===== src/rtl/fetch_queue_pkg.sv =====
// Shared fetch-path types: queue entry layout and fetch alignment.
package fetch_queue_pkg;

    localparam int FETCH_ALIGN_BITS = 3;

    typedef struct packed {
        logic [31:0] pc;
        logic [63:0] inst;
        logic        filled;
    } fetch_entry_t;

    // A packet fetched from the upper half of its 8-byte block carries only one instruction.
    function automatic logic [1:0] slot_mask(input logic [31:0] pc);
        return pc[2] ? 2'b10 : 2'b11;
    endfunction

endpackage


===== src/rtl/fetch_queue.sv =====
// In-order fetch queue: issues one aligned I-cache request per PC step, collects responses,
// presents packets to decode one cycle after their response; stalls the PC generator when full.
module fetch_queue
    import fetch_queue_pkg::*;
#(
    parameter int DEPTH = 4
) (
    input  logic        clk,
    input  logic        rst_n,
    input  logic [31:0] pc_i,
    input  logic        flush_i,
    output logic        stall_o,
    output logic        req_valid_o,
    input  logic        req_ready_i,
    output logic [31:0] req_addr_o,
    input  logic        resp_valid_i,
    input  logic [63:0] resp_data_i,
    output logic        out_valid_o,
    input  logic        out_ready_i,
    output logic [31:0] out_pc_o,
    output logic [63:0] out_inst_o,
    output logic [1:0]  out_mask_o
);

    localparam int IW = $clog2(DEPTH);
    localparam int PW = IW + 1;
    localparam logic [PW:0]   CAP = (PW+1)'(DEPTH);
    localparam logic [PW-1:0] ONE = PW'(1);

    fetch_entry_t  entries [DEPTH];
    logic [PW-1:0] head, fill, tail, drop_cnt;
    logic          run;

    logic [PW-1:0] count, outstanding, pending, flush_drop;
    logic [PW:0]   occupancy;
    logic [IW-1:0] head_idx, fill_idx, tail_idx;
    fetch_entry_t  head_ent;
    logic          req_fire, pop, resp_take, resp_drop;

    assign head_idx    = head[IW-1:0];
    assign fill_idx    = fill[IW-1:0];
    assign tail_idx    = tail[IW-1:0];
    assign count       = tail - head;
    assign outstanding = tail - fill;
    // Responses still owed for flushed requests occupy capacity until they drain.
    assign occupancy   = {1'b0, count} + {1'b0, drop_cnt};

    assign req_valid_o = run & ~flush_i & (occupancy < CAP);
    assign req_fire    = req_valid_o & req_ready_i;
    assign stall_o     = ~req_fire;
    assign req_addr_o  = {pc_i[31:FETCH_ALIGN_BITS], {FETCH_ALIGN_BITS{1'b0}}};

    assign head_ent    = entries[head_idx];
    assign out_valid_o = run & ~flush_i & head_ent.filled;
    assign pop         = out_valid_o & out_ready_i;
    assign out_pc_o    = head_ent.pc;
    assign out_inst_o  = head_ent.inst;
    assign out_mask_o  = out_valid_o ? slot_mask(head_ent.pc) : 2'b00;

    assign resp_drop   = resp_valid_i & (drop_cnt != '0);
    assign resp_take   = resp_valid_i & (drop_cnt == '0) & (outstanding != '0);

    // On redirect every in-flight response becomes stale; one arriving now is already consumed.
    assign pending     = drop_cnt + outstanding;
    assign flush_drop  = pending - PW'(resp_valid_i && (pending != '0));

    always_ff @(posedge clk or negedge rst_n) begin
        if (!rst_n) begin
            head     <= '0;
            fill     <= '0;
            tail     <= '0;
            drop_cnt <= '0;
            run      <= 1'b0;
            for (int i = 0; i < DEPTH; i++) begin
                entries[i] <= '0;
            end
        end else begin
            run <= 1'b1;
            if (flush_i) begin
                head     <= '0;
                fill     <= '0;
                tail     <= '0;
                drop_cnt <= flush_drop;
                for (int i = 0; i < DEPTH; i++) begin
                    entries[i].filled <= 1'b0;
                end
            end else begin
                if (resp_drop) begin
                    drop_cnt <= drop_cnt - ONE;
                end
                if (resp_take) begin
                    entries[fill_idx].inst   <= resp_data_i;
                    entries[fill_idx].filled <= 1'b1;
                    fill                     <= fill + ONE;
                end
                if (pop) begin
                    entries[head_idx].filled <= 1'b0;
                    head                     <= head + ONE;
                end
                if (req_fire) begin
                    entries[tail_idx].pc     <= pc_i;
                    entries[tail_idx].filled <= 1'b0;
                    tail                     <= tail + ONE;
                end
            end
        end
    end

    // A response with nothing in flight is a cache protocol error; it is ignored above.
    assert property (@(posedge clk) disable iff (!rst_n)
        resp_valid_i |-> ((drop_cnt != '0) || (outstanding != '0)));

endmodule

===== config.mk =====
export PLATFORM = sky130hd
export DESIGN_NAME = fetch_queue
export DESIGN_NICKNAME = d
export VERILOG_FILES = /design/src/rtl/fetch_queue_pkg.sv /design/src/rtl/fetch_queue.sv
export SDC_FILE = /design/constraint.sdc
export NUM_CORES = 1
export LEC_CHECK = 0
export ABC_AREA = 1
export BUFFER_PORTS_ARGS = -buffer_cell sky130_fd_sc_hd__buf_2
export CORE_ASPECT_RATIO = 1.25
export CORE_UTILIZATION = 53
export DETAILED_ROUTE_END_ITERATION = 6
export GPL_ROUTABILITY_DRIVEN = 0
export GPL_TIMING_DRIVEN = 0
export PLACE_DENSITY = 0.82
export SLEW_MARGIN = 20
export SYNTH_ARGS = -nofsm -noshare
export SYNTH_HDL_FRONTEND = slang
export SYNTH_SLANG_ARGS = --single-unit

===== constraint.sdc =====
create_clock -name clk -period 3.38 [get_ports clk]
set_clock_uncertainty 0.1 [all_clocks]
set_input_delay 0.676 -clock clk [delete_from_list [all_inputs] [get_ports clk]]
set_output_delay 0.676 -clock clk [all_outputs]
set_load 0.02 [all_outputs]

# Yosys cells after proc, flatten, opt, wreduce, memory -nomap -nowiden
# Cells that the tools add are included.
# Widths: inputs -> output; s select.
[classes]
n_addsub = 9
order_cmp = 7
n_mux = 37
n_bitwise = 13
n_reduce_logical = 12
[ops]
columns = ["cell", "count"]
rows = [
  ["$bwmux 388", 5],
  ["$mux 388", 5],
  ["$demux 97 s2", 5],
  ["$mux 97", 3],
  ["$bmux 97 s2", 1],
  ["$mux 65", 1],
  ["$mux 3", 8],
  ["$add 3x1->3 const B", 3],
  ["$ge 3x3->1 const B", 3],
  ["$lt 3x1->1 const B", 3],
  ["$not 2->3", 3],
  ["$reduce_bool 3->1", 3],
  ["$and 1x1->1", 8],
  ["$mux 1", 8],
  ["$reduce_bool 2->1", 4],
  ["$sub 3x3->3", 2],
  ["$add 3x3->4", 1],
  ["$logic_and 1x1->1", 4],
  ["$lt 4x3->1 const B", 1],
  ["$add 3x3->3", 1],
  ["$logic_not 3->1", 1],
  ["$sub 3x1->3", 1],
  ["$sub 3x1->3 const B", 1],
  ["$mux 2", 1],
  ["$not 1->1", 2],
]
[word_totals]
reg_bits = 401
in_bits = 102
out_inout_bits = 133
wordCells = 95

# Logic depth before layout (Yosys ltp)
# Gate-level depths: netlist of run 1.
[depth]
ltp_word = 16
mapped_depth = 18
mapped_depth_nobuf = 18

# Least setup slack after synthesis of run 1
# OpenSTA, ideal clock, no wires.
[synth_timing]
path_kind = "reg2out"
start = "reg head[1]"
end = "out stall_o"
arrival_ps = 2648
required_time_ps = 2604
slack_ps = -44
stages_incl_launch_ff = 12
n_path_buf = 4
cell_sequence = "dfrtp_1 clkbuf_2 clkinv_1 clkbuf_1 clkbuf_1 fa_1 xor2_1 ha_1 nor3_1 o211a_1 buf_6 nand2_1"
[synth_between]
elab_chain_cells = 6
[synth_rtl]
columns = ["item", "line_no", "rtl"]
rows = [
  ["from (decl)", "fetch_queue.sv:31", "logic [PW-1:0] head, fill, tail, drop_cnt;"],
  ["from (signal assigned)", "fetch_queue.sv:98", "head <= head + ONE;"],
  ["$sub 3x3->3", "fetch_queue.sv:43", "assign count = tail - head;"],
  ["$add 3x3->4", "fetch_queue.sv:46", "assign occupancy = {1'b0, count} + {1'b0, drop_cnt};"],
  ["$lt 4x3->1", "fetch_queue.sv:48", "assign req_valid_o = run & ~flush_i & (occupancy < CAP);"],
  ["$and 1x1->1", "fetch_queue.sv:48", ""],
  ["via req_valid_o", "fetch_queue.sv:13", "output logic req_valid_o,"],
  ["$and 1x1->1", "fetch_queue.sv:49", "assign req_fire = req_valid_o & req_ready_i;"],
  ["$not 1->1", "fetch_queue.sv:50", "assign stall_o = ~req_fire;"],
  ["to (decl)", "fetch_queue.sv:12", "output logic stall_o,"],
]
# The timed path passes the listed nets, and every way through them passes these cells.

# Final worst setup path of run 1
[layout_timing]
start = "reg head[1]"
end = "out stall_o"
[layout_between]
elab_chain_cells = 6
[layout_rtl]
columns = ["item", "line_no"]
rows = [
  ["$sub 3x3->3", "fetch_queue.sv:43"],
  ["$add 3x3->4", "fetch_queue.sv:46"],
  ["$lt 4x3->1", "fetch_queue.sv:48"],
  ["$and 1x1->1", "fetch_queue.sv:48"],
  ["$and 1x1->1", "fetch_queue.sv:49"],
  ["$not 1->1", "fetch_queue.sv:50"],
]
# Every way passes these cells.

==> impl_metrics.toml, run 1 <==
[run_status]
failed_checks = "setup timing"
status = "complete, but fails checks"

[clock_tree]
cts_made_buffers = 40
htree_levels = 2
clock-root-buffer = "clkbuf_16"
clock-sinks = 401
clkLatencyLatePin_ns = 0.55
path_clk_slew_ns = 0.06
cts_tree = "built"
clockBufferDepth = 3

[sta]
whs_ns = 0.267
max_freq_ghz = 0.287
worst_pin_slew_ns = 0.670
grt_setup_unrepaired = "yes"
fin_crit_ns = 3.48
hold_viol_final = 0
setup_slack_ns = -0.100
finalSetupViolCount = 2
min_period_over_period_pct = 103
maxSlewHeadroom_pct = 55.3
drv_slew = 0

[yosys]
syn_area_mm2 = 0.0183
async_reset_ff_share_pct = 100
syn_avg_cell_area_um2 = 8.53
synth_most_common_cell = "nand2_1"
ys_ff_latch = 401
ys_types = 35
synth_common_cells = "nand2_1, dfrtp_1, o21ai_0"
postSynthCellCount = 2140
synthDominantCellAreaShare_pct = 55.0
ys_seq_area_share_pct = 55.0
synthTopCellsByArea = "dfrtp_1, nand2_1, o21ai_0, o21ai_1, nor2_1"
synth_edf_count = 0
ys.flop_type = "dfrtp_1"
synth_area_leader_cell = "dfrtp_1"
yosys_warnings = 0

[min_path]
hp-class = "in -> reg"
whs_path_depth = 3

[detailed_routing]
via_count = 16700
route.detailed.drc = 0
drt_iter0_markers = 1789
first_pass_iters = 6
wl_per_cell_um = 18.3
final_antenna_net_count = 0
vias_per_cell = 5.80
wl_um = 52900

[placed_design]
postPlaceCellArea_mm2 = 0.0201
place.port_buffers = 230
place_hpwl_um = 36000

[setup_path]
crit_path_end_kind = "output port"
worstPathArrival_ns = 2.70
critPathRequiredTime_ns = 2.60
reg2regPathDepth = 19
startpoint_type = "flip-flop"
cp_max_fo = 3
critPathKind = "reg -> out"

[power]
power_density_mw_per_mm2 = 620
peakVddDrop_mv = 0.391
internal_power_uw = 9100
power_frac_seq_pct = 43.7
power_frac_clock_pct = 32.7
power.share.switching_pct = 32.0
p_comb_share_pct = 23.6
power.net_switching_uw = 4290
leakagePower_uw = 0.0112

[job]
drv_cap = 0

[floorplanning]
initial_utilization_pct = 54.0
io_pins = 235
die_y_um = 209
dieArea_mm2 = 0.0352
core-area_mm2 = 0.0338
row_count = 75
die_width_um = 168

[global_route]
grt_use_total_pct = 30.5
antenna_found_initial = 5
grt_pass1_vias = 16500
grt-ovfl-total = 0
grt_pass1_wl_um = 85000
grt_max_degree = 90

[layout]
final_nets = 2558
areaGrowthSynthToFinish_pct = 18.2
fillCellCount = 2768
layout-drive-gt1-share_pct = 20.1
stdcell_area_mm2 = 0.0216
-- cell usage in the layout (no fill, tap or decap), drive strengths merged --
master,instances
clkinvlp,1
xnor2,2
inv,111
buf,374
nor3,1
nor2,208
xor2,1
diode,1
fa,3
clkinv,6
nand3,27
o22ai,96
nand2,555
nand4,3
o211ai,1
clkbuf,117
o21ai,520
or2,1
nand3b,1
a21oi,5
ha,21
conb,4
dfrtp,401
o211a,1
dlygate4sd3,1
-- layout make-up --
| class | count | area (µm²) | area share, % |
|---|---|---|---|
| Multi-Input combinational cell | 1450 | 6800 | 31.5 |
| Clock buffer | 65 | 1230 | 5.72 |
| Clock inverter | 6 | 48.8 | 0.226 |
| Antenna cell | 1 | 2.50 | 0.0116 |
| Sequential cell | 401 | 10000 | 46.5 |
| Tap cell | 423 | 529 | 2.45 |
| Inverter | 112 | 439 | 2.03 |
| Buffer | 177 | 1090 | 5.03 |
| Timing Repair Buffer | 250 | 1400 | 6.49 |
-- worst max-delay path, stage by stage, from the launching register on --
cell and delay, ns:
dfrtp_1 0.38, buf_8 0.14, clkinv_8 0.05, clkbuf_16 0.14, fa_2 0.37, xor2_1 0.17
ha_1 0.29, nor3_2 0.16, o211a_1 0.18, buf_6 0.11, nand2_4 0.04, buf_6 0.13
-- power groups by stage --
stage	logic, µW	registers (µW)	clock network, µW
floorplan	2030	5810	0
global placement	3030	5880	0
detailed placement	3120	5910	0
CTS	3160	5840	4390
global route	3480	5910	4600
finish	3170	5850	4370
-- cells by family (layout without fill, tap and decap cells) --
logic type	Yosys count	in the layout	share of synthesized area, %
simple gates	796	796	17.1
compound gates	623	623	18.0
flops	401	401	55.0
buf+inv	291	610	7.94
fa+ha+maj	24	24	1.77
xor+xnor	3	3	0.144
other cells	2	5	0.0411
-- through the flow --
stage               setup TNS [ns]  setup WS, ns  instances  power (µW)  utilization [%]
floorplan                        0        0.0101       2142        7850                -
global placement          -2468.24         -5.96       2795        8910             59.0
detailed placement         -108.20         -1.02       2799        9040             59.4
CTS                         -0.384        -0.197       2879       13400             63.8
global route                -0.323        -0.166       2884       14000             63.9
finish                      -0.188        -0.100       2885       13400             63.9
-- flip-flops by register name, indices dropped and copies added (netlist names) --
name / flops
entries: 388
run: 1
head: 3
drop_cnt: 3
fill: 3
tail: 3
-- per-layer routing --
layer,vias up,GRT usage [%],wire (µm)
met3,167,5.62,4960
met2,938,50.8,25600
met4,10,13.5,2100
met5,-,0,67
met1,8055,38.8,20200
li1,7571,-,-
-- final timing paths --
check | from | endpoint | slack (ns)
worst max-delay path | head[1] | stall_o | -0.10
worst min-delay path | pc_i[2] | entries[358] | 0.27
worst max register to register | tail[0] | drop_cnt[1] | 0.23
worst min register to register | entries[270] | entries[270] | 0.37
max in group asynchronous | rst_n | entries[94] | 1.28
min in group asynchronous | rst_n | entries[309] | 0.58
-- timing repair --
item / 4_1_cts / 5_1_grt
hold buffers: 1 / 0
setup endpoints to repair: 235 / 12
buffers inserted: 9 / 6
pin swaps: 4 / 4
gates resized for setup: 46 / 12
hold endpoints to repair: 9 / 0
Power figures use the tool's default switching activity.
==> run 2, diff against run 1 <==
CORE_UTILIZATION = 55   (was 53)
PLACE_DENSITY = 0.81   (was 0.82)
clock period = 3.5 ns   (was 3.38 ns; I/O delays follow)
==> run 2 against run 1 <==
  * The run now ends clean
  * Power fell by 1.7%
  * Combinational power fell by 3%
  * Worst setup slack gained 0.12 ns
==> impl_metrics.toml, run 2 (synthesized netlist as in run 1, its figures left out) <==
[sta]
drv_slew = 0
worst_pin_slew_ns = 0.669
finalSetupViolCount = 0
min_period_over_period_pct = 99.5
grt_setup_unrepaired = "yes"
hold_viol_final = 0
max_freq_ghz = 0.287
maxSlewHeadroom_pct = 55.4
tns_ns = 0
fin_crit_ns = 3.48

[layout]
areaGrowthSynthToFinish_pct = 18.3
largest_reg_flops = 388
final_cell_mix = "nand2_1, dfrtp_1, o21ai_0, buf_2, nor2_1"
regMostFlops = "entries"
layout-drive-gt1-share_pct = 19.8
fillCellCount = 2672
final_nets = 2554
fin_util_pct = 66.1
layout_commonest_cell = "nand2_1"

[setup_path]
critPathRequiredTime_ns = 2.70
critPathKind = "reg -> out"
crit_path_end_kind = "output port"
cp_max_fo = 10
cp_slowest_cell = "dfrtp_2"
worstPathCellList = "inv_1, clkbuf_2, clkbuf_2, o21ai_0, o22ai_1, buf_2"
max_stage_delay_ns = 0.47
worst_path_most_repeated_cell = "clkbuf_2"
r2r_slack_ns = 0.27
cp_top_family = "buffers and inverters"
worstPathArrival_ns = 2.68
crit_buf_inv = 4
startpoint_type = "flip-flop"

[power]
power_density_mw_per_mm2 = 610
power.net_switching_uw = 4130
power.share.switching_pct = 31.4
p_comb_share_pct = 23.2
internal_power_uw = 9030
power_frac_seq_pct = 42.9
peakVddDrop_mv = 0.554
leakagePower_uw = 0.0112
power_frac_clock_pct = 33.9

[clock_tree]
path_clk_slew_ns = 0.06
clock-root-buffer = "clkbuf_16"
clock-sinks = 401
cts_tree = "built"
clkLatencyLatePin_ns = 0.54
htree_levels = 2
cts_made_buffers = 41
clockBufferDepth = 3

[detailed_routing]
final_antenna_net_count = 0
drt_iter0_markers = 1878
wl_per_cell_um = 18.5
vias_per_cell = 5.81
route.detailed.drc = 0
first_pass_iters = 7
via_count = 16700
wl_um = 53100

[floorplanning]
row_count = 74
dieArea_mm2 = 0.0339
die_y_um = 206
io_pins = 235
core-area_mm2 = 0.0327
die_width_um = 165
initial_utilization_pct = 55.8

[placed_design]
place_hpwl_um = 35800
place.port_buffers = 230

[job]
drv_cap = 0

[global_route]
grt_use_total_pct = 31.9
grt_max_degree = 103
grt_pass1_wl_um = 84400
grt-ovfl-total = 0
antenna_found_initial = 3
grt_pass1_vias = 16700

[min_path]
hp-class = "in -> reg"

[run_status]
status = "finished clean"
==> run 2: cell count changes in the layout (fill, tap and decap cells not counted), moves of 2 or more <==
cell / before / now
buf_2: 295 / 292
clkbuf_8: 14 / 9
buf_4: 52 / 48
bufinv_16: 0 / 3
clkbuf_16: 41 / 43
clkbuf_2: 19 / 24
==> run 2: layer usage <==
layer  wire, µm  GRT usage, %  share of wire, %  vias up
met1      20200          39.6                38     8080
met5         22             0             0.041        -
met3       4870          5.99               9.2      146
li1           -             -                 -     7566
met4       1940          14.9               3.7        4
met2      26100          53.6                49      902
==> run 2: path summary, 6_finish.rpt <==
| path | end | cells past startpoint | startpoint |
|---|---|---|---|
| min reg2reg | entries[271] | 2 | entries[271] |
| min | entries[261] | 3 | pc_i[2] |
| min in group asynchronous | entries[19] | 2 | rst_n |
| max reg2reg | drop_cnt[1] | 19 | tail[0] |
| max in group asynchronous | entries[187] | 4 | rst_n |
| max | out_inst_o[63] | 6 | head[0] |
==> run 2: power groups by stage <==
stage	logic, µW	registers [µW]	clock network [µW]
2_1_floorplan	1960	5610	0
3_3_place_gp	2920	5680	0
3_5_place_dp	3010	5710	0
4_1_cts	3050	5630	4480
5_1_grt	3390	5720	4670
6_report	3060	5650	4460
==> run 2: stage by stage <==
step	std cells	hold slack, ns	power, µW	cell area (µm²)	setup slack (ns)
2_1_floorplan	2142	0.304	7580	18300	0.0519
3_3_place_gp	2790	0.356	8600	19900	-5.88
3_5_place_dp	2794	0.360	8720	20100	-0.869
4_1_cts	2873	0.284	13200	21600	-0.0954
5_1_grt	2875	0.293	13800	21600	-0.0736
6_report	2876	0.299	13200	21600	0.0168
==> run 2: final cells by class <==
cell class	instances	area (µm²)	share of cell area, %
flip-flops and latches	401	10000	46.5
multi-input cells	1450	6800	31.5
repair buffers	246	1380	6.37
clock buffers	65	1250	5.78
plain buffers	176	1060	4.91
well taps	418	523	2.42
inverters	112	435	2.02
clock inverters	6	109	0.504
diodes	2	5.00	0.0232
==> run 2: worst register-to-register path: cells and delay by family, from the launching register on <==
| kind | cells | cell delay (ns) |
|---|---|---|
| adder cells (fa/ha/maj) | 5 | 1.43 |
| AO/OA/AOI/OAI | 2 | 0.25 |
| AND/OR/NAND/NOR | 6 | 0.47 |
| flip-flops | 1 | 0.42 |
| buffers and inverters | 6 | 0.45 |
==> run 2: timing repair <==
item	CTS	global route
hold buffers	1	0
pin swaps	4	4
setup buffers	7	4
resized for setup	46	11
endpoints found under the hold margin	16	0
cloned	0	0
endpoints found under the setup margin	234	52
